## config.mk

```make
export PLATFORM = sky130hd
export DESIGN_NAME = cpc_z80_bus_master
export DESIGN_NICKNAME = d
export VERILOG_FILES = /design/src/rtl/cpc_z80_bus_master.sv
export SDC_FILE = /design/constraint.sdc
export NUM_CORES = 1
export LEC_CHECK = 0
export BUFFER_PORTS_ARGS = -buffer_cell sky130_fd_sc_hd__buf_2
export CORE_MARGIN = 8
export CORE_UTILIZATION = 52
export DETAILED_ROUTE_END_ITERATION = 12
export PLACE_DENSITY = 0.79
export SYNTH_ARGS = -nofsm -noshare
export SYNTH_HDL_FRONTEND = slang
export SYNTH_SLANG_ARGS = --single-unit
```

## constraint.sdc

```tcl
create_clock -name clk -period 3.9 [get_ports clk]
set_input_delay 0.39 -clock clk [delete_from_list [all_inputs] [get_ports clk]]
set_output_delay 0.39 -clock clk [all_outputs]
set_load 0.05 [all_outputs]
```

## src/rtl/cpc_z80_bus_master.sv

```systemverilog
// CPC expansion-bus Z80 cycle initiator: turns valid/ready requests into memory, M1+refresh
// and IO bus cycles with READY wait states, a wait timeout and a registered response port.
module cpc_z80_bus_master #(
   parameter int unsigned WAIT_MAX = 16,
   parameter logic [6:0]  R_INIT   = 7'h00
) (
   input  logic        clk,
   input  logic        reset_b,
   input  logic        req_valid,
   output logic        req_ready,
   input  logic [1:0]  req_type,
   input  logic        req_m1,
   input  logic [15:0] req_adr,
   input  logic [7:0]  req_wdata,
   output logic        rsp_valid,
   output logic [7:0]  rsp_rdata,
   output logic        rsp_err,
   output logic [15:0] adr,
   output logic [7:0]  data_out,
   output logic        data_oe,
   input  logic [7:0]  data_in,
   output logic        mreq_b,
   output logic        iorq_b,
   output logic        rd_b,
   output logic        wr_b,
   output logic        m1_b,
   output logic        rfsh_b,
   input  logic        ready
);

   typedef enum logic [3:0] {
      S_IDLE, S_T1, S_T2, S_TWA, S_TW, S_T3, S_RF1, S_RF2, S_DONE
   } state_t;

   localparam logic [1:0] TYPE_MEM_RD = 2'b00;
   localparam logic [1:0] TYPE_IO_RD  = 2'b11;
   localparam logic [7:0] WCNT_LAST   = 8'(WAIT_MAX - 1);

   state_t      state_q, state_d;
   logic [1:0]  type_q, type_d;
   logic        m1_q, m1_d;
   logic [15:0] adr_req_q, adr_req_d;
   logic [7:0]  wdata_q, wdata_d;
   logic [7:0]  wcnt_q, wcnt_d;
   logic [6:0]  r_q, r_d;
   logic        abort_q, abort_d;
   logic [7:0]  rdata_q, rdata_d;

   logic        rdy_q, rdy_d;
   logic        rspv_q, rspv_d;
   logic        rsperr_q, rsperr_d;
   logic [15:0] adr_q, adr_d;
   logic [7:0]  dout_q, dout_d;
   logic        oe_q, oe_d;
   logic        mreq_b_q, mreq_b_d;
   logic        iorq_b_q, iorq_b_d;
   logic        rd_b_q, rd_b_d;
   logic        wr_b_q, wr_b_d;
   logic        m1_b_q, m1_b_d;
   logic        rfsh_b_q, rfsh_b_d;

   logic        cur_is_io, cur_is_rd, cur_fetch;
   logic        nxt_is_io, nxt_is_rd, nxt_fetch;
   logic        nxt_strobe, nxt_cycle, nxt_rfsh;

   assign cur_is_io = type_q[1];
   assign cur_is_rd = (type_q == TYPE_MEM_RD) || (type_q == TYPE_IO_RD);
   assign cur_fetch = (type_q == TYPE_MEM_RD) && m1_q;

   // Sequencer: one state per clock; request fields are captured only on the accept edge.
   always_comb begin
      // NOTE: every combinational output gets a default first so no path can infer a latch.
      state_d   = state_q;
      type_d    = type_q;
      m1_d      = m1_q;
      adr_req_d = adr_req_q;
      wdata_d   = wdata_q;
      wcnt_d    = wcnt_q;
      r_d       = r_q;
      abort_d   = abort_q;
      rdata_d   = rdata_q;
      unique case (state_q)
         S_IDLE: begin
            if (req_valid) begin
               type_d    = req_type;
               m1_d      = req_m1;
               adr_req_d = req_adr;
               wdata_d   = req_wdata;
               abort_d   = 1'b0;
               state_d   = S_T1;
            end
         end
         S_T1: begin
            wcnt_d  = 8'd0;
            state_d = S_T2;
         end
         S_T2: begin
            if (cur_is_io)  state_d = S_TWA;
            else if (ready) state_d = S_T3;
            else            state_d = S_TW;
         end
         S_TWA:  state_d = ready ? S_T3 : S_TW;
         S_TW: begin
            if (ready) begin
               state_d = S_T3;
            end else if (wcnt_q == WCNT_LAST) begin
               abort_d = 1'b1;
               state_d = S_DONE;
            end else begin
               wcnt_d = wcnt_q + 8'd1;
            end
         end
         S_T3: begin
            if (cur_is_rd) rdata_d = data_in;
            state_d = cur_fetch ? S_RF1 : S_DONE;
         end
         S_RF1:  state_d = S_RF2;
         S_RF2: begin
            r_d     = r_q + 7'd1;
            state_d = S_DONE;
         end
         S_DONE:  state_d = S_IDLE;
         default: state_d = S_IDLE;
      endcase
   end

   assign nxt_is_io  = type_d[1];
   assign nxt_is_rd  = (type_d == TYPE_MEM_RD) || (type_d == TYPE_IO_RD);
   assign nxt_fetch  = (type_d == TYPE_MEM_RD) && m1_d;
   assign nxt_strobe = (state_d == S_T2) || (state_d == S_TWA) || (state_d == S_TW) || (state_d == S_T3);
   assign nxt_cycle  = (state_d == S_T1) || nxt_strobe;
   assign nxt_rfsh   = (state_d == S_RF1) || (state_d == S_RF2);

   // Bus outputs are decoded from the upcoming state and loaded into flops, so pins never glitch.
   always_comb begin
      rdy_d    = (state_d == S_IDLE);
      rspv_d   = (state_d == S_DONE);
      rsperr_d = (state_d == S_DONE) && abort_d;
      mreq_b_d = !((nxt_strobe && !nxt_is_io) || nxt_rfsh);
      iorq_b_d = !(nxt_strobe && nxt_is_io);
      rd_b_d   = !(nxt_strobe && nxt_is_rd);
      wr_b_d   = !(nxt_strobe && !nxt_is_rd);
      m1_b_d   = !(nxt_cycle && nxt_fetch);
      rfsh_b_d = !nxt_rfsh;
      oe_d     = nxt_cycle && !nxt_is_rd;
      adr_d    = adr_q;
      dout_d   = dout_q;
      if (state_d == S_T1) begin
         adr_d = adr_req_d;
         if (!nxt_is_rd) dout_d = wdata_d;
      end else if (nxt_rfsh) begin
         adr_d = {9'h000, r_q};
      end
   end

   always_ff @(posedge clk or negedge reset_b) begin
      if (!reset_b) begin
         state_q   <= S_IDLE;
         type_q    <= 2'b00;
         m1_q      <= 1'b0;
         adr_req_q <= 16'h0000;
         wdata_q   <= 8'h00;
         wcnt_q    <= 8'd0;
         r_q       <= R_INIT;
         abort_q   <= 1'b0;
         rdata_q   <= 8'h00;
         rdy_q     <= 1'b1;
         rspv_q    <= 1'b0;
         rsperr_q  <= 1'b0;
         adr_q     <= 16'h0000;
         dout_q    <= 8'h00;
         oe_q      <= 1'b0;
         mreq_b_q  <= 1'b1;
         iorq_b_q  <= 1'b1;
         rd_b_q    <= 1'b1;
         wr_b_q    <= 1'b1;
         m1_b_q    <= 1'b1;
         rfsh_b_q  <= 1'b1;
      end else begin
         // NOTE: non-blocking assignments so every flop samples the pre-edge values.
         state_q   <= state_d;
         type_q    <= type_d;
         m1_q      <= m1_d;
         adr_req_q <= adr_req_d;
         wdata_q   <= wdata_d;
         wcnt_q    <= wcnt_d;
         r_q       <= r_d;
         abort_q   <= abort_d;
         rdata_q   <= rdata_d;
         rdy_q     <= rdy_d;
         rspv_q    <= rspv_d;
         rsperr_q  <= rsperr_d;
         adr_q     <= adr_d;
         dout_q    <= dout_d;
         oe_q      <= oe_d;
         mreq_b_q  <= mreq_b_d;
         iorq_b_q  <= iorq_b_d;
         rd_b_q    <= rd_b_d;
         wr_b_q    <= wr_b_d;
         m1_b_q    <= m1_b_d;
         rfsh_b_q  <= rfsh_b_d;
      end
   end

   assign req_ready = rdy_q;
   assign rsp_valid = rspv_q;
   assign rsp_err   = rsperr_q;
   assign rsp_rdata = rdata_q;
   assign adr       = adr_q;
   assign data_out  = dout_q;
   assign data_oe   = oe_q;
   assign mreq_b    = mreq_b_q;
   assign iorq_b    = iorq_b_q;
   assign rd_b      = rd_b_q;
   assign wr_b      = wr_b_q;
   assign m1_b      = m1_b_q;
   assign rfsh_b    = rfsh_b_q;

endmodule

```

==> Word level (Yosys, flattened, before mapping) <==
Index checks and enable logic that the tools add are counted.
{ "word_totals": {"regBits": 89, "input_bits": 39, "output_inout_bits": 42, "word_cells": 102} }
{ "op_classes": {"n_addsub": 2, "n_eq_ne": 20, "muxes": 24, "bitwise_logic": 1, "reduce_logical": 34} }
{ "op_table": {"columns": ["operator", "n"], "rows": [
  ["16-bit two-way mux", 4],
  ["4-bit by 3-bit equality test with 1-bit output, second input constant", 8],
  ["8-bit two-way mux", 4],
  ["4-bit one-hot mux with 8 select lines", 1],
  ["4-bit by 2-bit equality test with 1-bit output, second input constant", 4],
  ["4-bit two-way mux", 4],
  ["8-bit one-hot mux with 2 select lines", 1],
  ["1-bit logical AND", 9],
  ["8-bit by 1-bit adder with 8-bit output, second input constant", 1],
  ["4-bit by 1-bit equality test with 1-bit output, second input constant", 2],
  ["8-bit by 4-bit equality test with 1-bit output, second input constant", 1],
  ["1-bit logical NOT", 8],
  ["4-bit logical NOT", 2],
  ["1-bit logical OR", 8],
  ["7-bit by 1-bit adder with 7-bit output, second input constant", 1],
  ["1-bit two-way mux", 6],
  ["2-bit equality test, second input constant", 2],
  ["4-bit equality test, second input constant", 1],
  ["2-bit logical NOT", 2],
  ["2-bit two-way mux", 2],
  ["2-bit != test, second input constant", 2],
  ["2-bit AND reduction", 2],
  ["2-bit nonzero test", 2],
  ["3-bit two-way mux", 1],
  ["3 further kinds", 3]
]} }

==> Longest topological paths before layout <==
Gate-level depths: netlist (run 1).
{ "depth": {"depth_word": 11, "mapped_depth": 8, "depth_no_buf": 6} }

==> Least setup slack after synthesis (run 1) <==
OpenSTA, ideal clock, no wires.
{ "synth_path": {"path_kind": "reg2reg", "from": "register state_q[3]", "to": "register dout_q[0], in the netlist data_out[0]", "setup_time_ns": 0.125, "arrival_ns": 2.172, "required_ns": 3.775, "path_slack_ns": 1.604, "stages_incl_launch_ff": 9, "path_buffers": 2, "period_less_slack_ns": 2.296, "cell_sequence": "dfrtp_1 -> buf_4 -> nor2_1 -> and3_1 -> buf_2 -> mux2i_1 -> ha_1 -> nand2_1 -> mux2_2"} }
{ "synth_between": {"elab_chain_cells": 6, "word_cells_on_any_way": 20, "classes_between": "eq/ne (9); mux (6); bitwise (1); reduce/logical (4)"} }
{ "synth_rtl": {"columns": ["element", "line", "source"], "rows": [
  ["from (decl)", "39", "state_t state_q, state_d;"],
  ["from (signal assigned)", "181", "state_q <= state_d;"],
  ["branches (longest 6 deep; another with 4-bit one-hot mux with 8 select lines)", null, null],
  ["to (signal assigned)", "194", "dout_q <= dout_d;"],
  ["to (decl)", "53", "logic [7:0] dout_q, dout_d;"]
]} }
Parallel ways; which one is timed is not known.
A chain may end at the register's enable or synchronous reset.

==> Worst setup path after layout (run 1) <==
{ "layout_path": {"from": "register state_q[0]", "to": "register dout_q[6], in the netlist data_out[6]"} }
The elaborated chain is that of the path after synthesis.

==> results of run 1 <==
==> power by group through the flow <==
stage                     registers [mW]  logic (mW)  clock network, mW
final                               1.13        1.66              0.506
after global placement              1.13        1.64                  0
after global routing                1.17        1.77              0.551
after CTS                           1.13        1.67              0.515
after floorplan                     1.76       0.664                  0
after detailed placement            1.14        1.67                  0
==> cell families after synthesis <==
| group | synth area share |
|---|---|
| AO/OA/AOI/OAI | 0.1073 |
| flip-flops | 0.5564 |
| XOR/XNOR | 0.02682 |
| AND/OR/NAND/NOR | 0.1503 |
| adder cells (fa/ha/maj) | 0.01703 |
| buffers and inverters | 0.02895 |
| multiplexers | 0.1132 |
==> how the worst max path moves through the flow <==
stage | start | end | slack (ps) | depth (start not counted)
final | state_q[0]$_DFF_PN0_ | data_out[6]$_DFFE_PN0P_ | 1170 | 7
after global placement | state_q[0]$_DFF_PN0_ | data_out[7]$_DFFE_PN0P_ | 1350 | 7
after floorplan | state_q[3]$_DFF_PN0_ | data_out[0]$_DFFE_PN0P_ | 1600 | 8
after detailed placement | state_q[0]$_DFF_PN0_ | data_out[0]$_DFFE_PN0P_ | 1210 | 7
after CTS | state_q[0]$_DFF_PN0_ | data_out[6]$_DFFE_PN0P_ | 1220 | 7
after global routing | state_q[0]$_DFF_PN0_ | data_out[1]$_DFFE_PN0P_ | 1000 | 7
==> Yosys cell counts, types with 3 or more instances <==
library cell	instances
dfrtp_1	58
nand2_1	25
mux2_2	18
mux2i_1	13
nor2_1	12
a22o_1	9
buf_2	8
dfstp_2	7
nand2b_1	7
o21ai_0	7
inv_1	6
nand4_1	5
xor2_1	5
ha_1	4
nand3_1	4
xnor2_1	4
and3_1	3
nor2b_1	3
o21ai_1	3
==> cells in the final DEF (no fill, tap or decap), drive strengths merged, types with 2 or more instances in the layout <==
cell / n
a22oi: 2
nand2: 25
ha: 4
nor2b: 3
o221ai: 2
nand4: 5
nand4b: 2
nor2: 14
dfrtp: 58
nand2b: 7
xnor2: 4
or4: 2
nor3b: 2
o21ai: 10
mux2i: 13
clkinv: 2
xor2: 5
clkbuf: 12
and3: 3
a22o: 9
o22ai: 2
dfstp: 7
a21oi: 2
o2111ai: 2
buf: 83
o211ai: 2
and2: 2
nand3: 4
a2111oi: 2
inv: 6
mux2: 18
clkinvlp: 2
==> sequential cells by signal, summed over array words and instances, names as in the netlist, 2 cells and up <==
signal,cells
adr,16
data_out,8
r_q,7
state_q,4
rsp_rdata,8
wcnt_q,8
type_q,2
==> layout make-up <==
class,count,area share
tap,72,0.02528
clock inverter,4,0.008076
timing repair buffer,83,0.1187
multi-input combinational,159,0.3420
clock buffer,12,0.04073
sequential,65,0.4589
inverter,6,0.006320
==> metrics by stage <==
| stage | worst slack [ps] | cell area (sq um) | utilization |
|---|---|---|---|
| detailed placement | 1214 | 3390 | 0.6193 |
| CTS | 1223 | 3563 | 0.6511 |
| floorplan | 1604 | 2939 | - |
| global route | 998.2 | 3563 | 0.6511 |
| finish | 1170 | 3563 | 0.6511 |
| global placement | 1350 | 3390 | 0.6193 |
==> metal layers <==
metal  vias to the layer above  GRT usage
met1                      1035     0.1907
li1                       1027          -
met3                        14    0.05597
met5                         -          0
met2                        63     0.2594
met4                         0    0.08049
==> results.toml, run 1 <==
[logic_synthesis]
synth_async_sr_flop_share = 1.000
syn_inst = 242
ys_seq_area_frac = 0.5564
synth.area.top_cells = "dfrtp_1 49%, mux2_2 6.9%, dfstp_2 6.3%, mux2i_1 4.4%, nand2_1 3.2%"
yosys_most_used_dff = "dfrtp_1"
synth-edff-count = 0
netlist_area_sq_um = 2939
yosysTopAreaCell = "dfrtp_1"
syn_nets = 285
yosys_warnings = 0
avgSynthCellArea_sq_um = 12.14
synth_top_area_share = 0.4938
ys_ff_latch = 65
synth_cell_types = 50

[detailed_routing]
wl_met2_microns = 3186
wire_per_inst_microns = 16.04
drt_iter0_markers = 175
drt_first_pass_iters = 4
wl_microns = 6433
wl_met1_microns = 2790
drc = 0
top_layer = "met4"
wl_met3_microns = 301
postRouteAntennaNets = 0
drt-vias-per-instance = 5.334
vias = 2139

[cells_and_area]
fill_cells = 445
fin_nets = 367
area_growth_pct = 21.24
multi_input_area_sq_um = 1219
antennaDiodeCount = 0
ff_latch_area_sq_um = 1635
layout-drive-gt1-share = 0.3982
stdcell_count = 401

[worst_setup_path]
r2r_cells = 7
arrival_ps = 2950
crit_path_max_incr_delay_ps = 510
worst-path-buf-inv = 1
path_cells = "nor2_1, and3_1, buf_4, mux2i_1, ha_1, nand2_1, mux2_2"
setup.worst_path.class = "reg -> reg"
r2r_start = "state_q[0]$_DFF_PN0_"
critPathTopFamily = "simple AND/OR/NAND/NOR gates"
crit_slowest_cell = "dfrtp_1"
required_ps = 4120
r2r_slack_ps = 1170
cp-end-kind = "flop"
start_kind = "flop"
crit_path_max_fanout = 31
r2r_end = "data_out[6]$_DFFE_PN0P_"

[grt]
grtUsageTotal = 0.1622
antenna_found_initial = 0
grt_max_degree = 52
grt_pass1_wl_microns = 10800
grt_pass1_vias = 2269
grt_overflow = 0

[sta]
finalCritPeriodShare = 0.7000
hold_viol = 0
setup-violations-final = 0
rsz0062_at_grt = "false"
whs_ps = 248.6
clock.fmax_mhz = 366.3
clock_skew_ps = 11.25
finalCriticalPeriod_ps = 2730
relSlewSlack = 0.2860
worstMarginPinSlew_ps = 1071
drv_slew = 0
setup-tns-final_ps = 0

[floorplanning]
start_util = 0.5370
dieHeight_microns = 91.18
dieWidth_microns = 91.18
num_io_pins = 81
num_rows = 27
dieArea_sq_um = 8314
core_sq_um = 5473

[clock_tree]
cts_buffers = 9
cts_tree = "yes"
htree_levels = 3
postCtsSetupRepairBufs = 0
clock-sinks = 65
clkLatencyLatePin_ps = 340
clkTransAtPathRegs_ps = 70
root_buffer = "clkbuf_8"
clockBufferDepth = 2
cts_hold_buf = 0
cts-resized-gates = 0

[placed_design]
dpl.hpwl_microns = 4730
dp.cells = 385
gp_congestion = 0.9160
port_buffers = 80

[power]
cellPowerDensity_nw_per_um2 = 925.6
internal-power_mw = 1.695
p_comb_frac = 0.503
swShare = 0.4861
pwr-share-clk = 0.153
pwr-share-seq = 0.344
p_sw_mw = 1.603
peakVddDrop_mv = 0.5517
totalPowerFinal_mw = 3.298
p_leak_nw = 1.724

[outcome]
outcome = "finished, final reports clean"

[flow_run]
drv_cap = 0

[hold_path]
hp-class = "in -> async"
Note: power is estimated with default switching activity, not from simulation.
==> run 2, diff against run 1 <==
--- a/config.mk
+++ b/config.mk
@@ -5,11 +5,12 @@
 export SDC_FILE = /design/constraint.sdc
 export NUM_CORES = 1
 export LEC_CHECK = 0
+export ABC_AREA = 1
 export BUFFER_PORTS_ARGS = -buffer_cell sky130_fd_sc_hd__buf_2
 export CORE_MARGIN = 8
 export CORE_UTILIZATION = 52
 export DETAILED_ROUTE_END_ITERATION = 12
-export PLACE_DENSITY = 0.79
+export PLACE_DENSITY = 0.78
 export SYNTH_ARGS = -nofsm -noshare
 export SYNTH_HDL_FRONTEND = slang
 export SYNTH_SLANG_ARGS = --single-unit
==> constraint.sdc (replaced) <==
create_clock -name clk -period 2.9 [get_ports clk]
set_input_delay 0.29 -clock clk [delete_from_list [all_inputs] [get_ports clk]]
set_output_delay 0.29 -clock clk [all_outputs]
set_load 0.05 [all_outputs]
==> run 2 against run 1 <==
  * Non-clock buffer count shrank 1
  * Routed wire length is 9.3% higher
  * Critical path depth is 2 higher
  * Critical path type unchanged
==> results.toml, run 2 <==
[clock_tree]
clock-sinks = 73
cts_tree = "yes"
postCtsSetupRepairBufs = 0
clkTransAtPathRegs_ps = 70
cts_hold_buf = 0
htree_levels = 3
clockBufferDepth = 2
clkLatencyLatePin_ps = 350
cts-resized-gates = 0
root_buffer = "clkbuf_8"
cts_buffers = 9

[worst_setup_path]
arrival_ps = 2620
r2r_slack_ps = 550
r2r_end = "data_out[4]$_DFFE_PN0P_"
r2r_cells = 9
crit_path_max_fanout = 17
start_kind = "flop"
setup.worst_path.class = "reg -> reg"
r2r_start = "state_q[1]$_DFF_PN0_"
required_ps = 3160
cp-end-kind = "flop"

[cells_and_area]
area_growth_pct = 20.18
fin_nets = 462
largest_register_ffs = 16
mostFrequentLayoutCell = "buf_2"
antennaDiodeCount = 0
layout-drive-gt1-share = 0.3231
final_cell_mix = "80 x buf_2, 66 x dfrtp_1, 65 x nand2_1"
stdcell_count = 501
final_util = 0.6328
fill_cells = 515

[detailed_routing]
vias = 2494
wl_microns = 7032
drt_iter0_markers = 112
postRouteAntennaNets = 0
wire_per_inst_microns = 14.04
drt_first_pass_iters = 4
drt-vias-per-instance = 4.978
drc = 0

[logic_synthesis]
yosys_warnings = 0
synth_cell_types = 37
synth_top_area_share = 0.5056
syn_inst = 336
synth-edff-count = 0
synth.area.top_cells = "dfrtp_1 51%, nand2_1 7.5%, dfstp_2 5.6%, nand3_1 4.3%, inv_1 3.7%"
yosysTopAreaCell = "dfrtp_1"
synthTopCellsByCount = "66 x dfrtp_1, 65 x nand2_1, 32 x inv_1"
avgSynthCellArea_sq_um = 9.723
yosysMostFrequentCell = "dfrtp_1"
ys_seq_area_frac = 0.5619
synth_async_sr_flop_share = 1.000
ys_ff_latch = 73
yosys_most_used_dff = "dfrtp_1"
netlist_area_sq_um = 3267
syn_nets = 379

[sta]
drv_slew = 0
relSlewSlack = 0.5071
setup-tns-final_ps = 0
worstMarginPinSlew_ps = 739.4
clock_skew_ps = 8.311
hold_viol = 0
finalCriticalPeriod_ps = 2352
finalCritPeriodShare = 0.8110
setup-violations-final = 0
rsz0062_at_grt = "false"
whs_ps = 0.6004
clock.fmax_mhz = 425.2

[grt]
grt_overflow = 0
grt_pass1_vias = 2572
busiest_layer = "met2"
grtUsageTotal = 0.1670
antenna_found_initial = 0
grt_max_degree = 42
met1_usage = 0.2055
grt_pass1_wl_microns = 11760
met3_usage = 0.06378
gr-usage-met2 = 0.2583

[flow_run]
drv_cap = 0

[floorplanning]
dieWidth_microns = 95.26
num_rows = 29
dieArea_sq_um = 9074
core_sq_um = 6205
start_util = 0.5265
num_io_pins = 81
dieHeight_microns = 95.26

[placed_design]
gp_congestion = 0.8780
dpl.hpwl_microns = 5244
dp.cells = 485
port_buffers = 80

[power]
peakVddDrop_mv = 0.7663
p_leak_nw = 2.042
cellPowerDensity_nw_per_um2 = 1262

[hold_path]
hp-class = "in -> async"

[outcome]
outcome = "finished, final reports clean"
[run 2: cell types whose count changed in the layout (fill, tap and decap cells not counted), sizes merged, moves of 13 or more]
cell,previous run,this run
nand2,25,74
inv,6,37
nand3,4,30
nor2,14,34
o21ai,10,26
mux2i,13,0
[run 2: stage by stage]
stage	instance area (sq um)	setup WS (ps)	total power, mW
detailed placement	3716	546.3	4.148
global placement	3716	745.8	4.070
global route	3926	343.4	5.294
floorplan	3267	829.0	3.597
finish	3926	548.1	4.955
CTS	3926	542.2	5.005
[run 2: how the worst max path moves through the flow]
stage | from | endpoint | slack (ps) | depth (start not counted)
after CTS | state_q[1]$_DFF_PN0_ | data_out[4]$_DFFE_PN0P_ | 540 | 9
final | state_q[1]$_DFF_PN0_ | data_out[4]$_DFFE_PN0P_ | 550 | 9
after global routing | state_q[1]$_DFF_PN0_ | data_out[2]$_DFFE_PN0P_ | 340 | 9
after global placement | state_q[3]$_DFF_PN0_ | data_out[7]$_DFFE_PN0P_ | 750 | 9
after detailed placement | state_q[1]$_DFF_PN0_ | data_out[4]$_DFFE_PN0P_ | 550 | 9
after floorplan | state_q[3]$_DFF_PN0_ | data_out[7]$_DFFE_PN0P_ | 830 | 12
[run 2: layout make-up]
| cell class | count | area, sq um | area share |
|---|---|---|---|
| Inverter | 37 | 143.9 | 0.03665 |
| Clock buffer | 11 | 131.4 | 0.03346 |
| Multi-Input combinational cell | 216 | 1212 | 0.3088 |
| Tap cell | 77 | 96.34 | 0.02454 |
| Timing Repair Buffer | 82 | 427.9 | 0.1090 |
| Clock inverter | 5 | 78.83 | 0.02008 |
| Sequential cell | 73 | 1836 | 0.4675 |
[run 2: logic make-up after synthesis]
family | count (synthesis) | synth area share
buffers and inverters | 47 | 0.06702
muxes | 9 | 0.03102
DFF | 73 | 0.5619
and+or+nand+nor | 148 | 0.2183
xor gates and xnor gates | 9 | 0.02413
adders and majority gates | 4 | 0.01532
AOI/OAI and AO/OA | 46 | 0.08234
[run 2: critical path, cell delays in order, from the launching register on]
cell and delay (ps):
dfrtp_1 440, nor2_1 240, nand3_2 400, nand2_1 180
o21ai_1 100, ha_1 330, inv_1 110, nor2_8 250
nor2_1 80, a31oi_1 150
[run 2: metal layers]
| metal | share of wire | vias up |
|---|---|---|
| li1 | - | 1256 |
| met4 | 0.017 | 0 |
| met3 | 0.062 | 12 |
| met2 | 0.48 | 56 |
| met5 | 0 | - |
| met1 | 0.44 | 1170 |
[run 2: report_power, final]
group / internal, mW / switching [mW] / leakage (nW)
combinational: 0.623 / 1.85 / 1.03
clock: 0.485 / 0.361 / 0.108
sequential: 1.43 / 0.200 / 0.901
total: 2.54 / 2.42 / 2.04
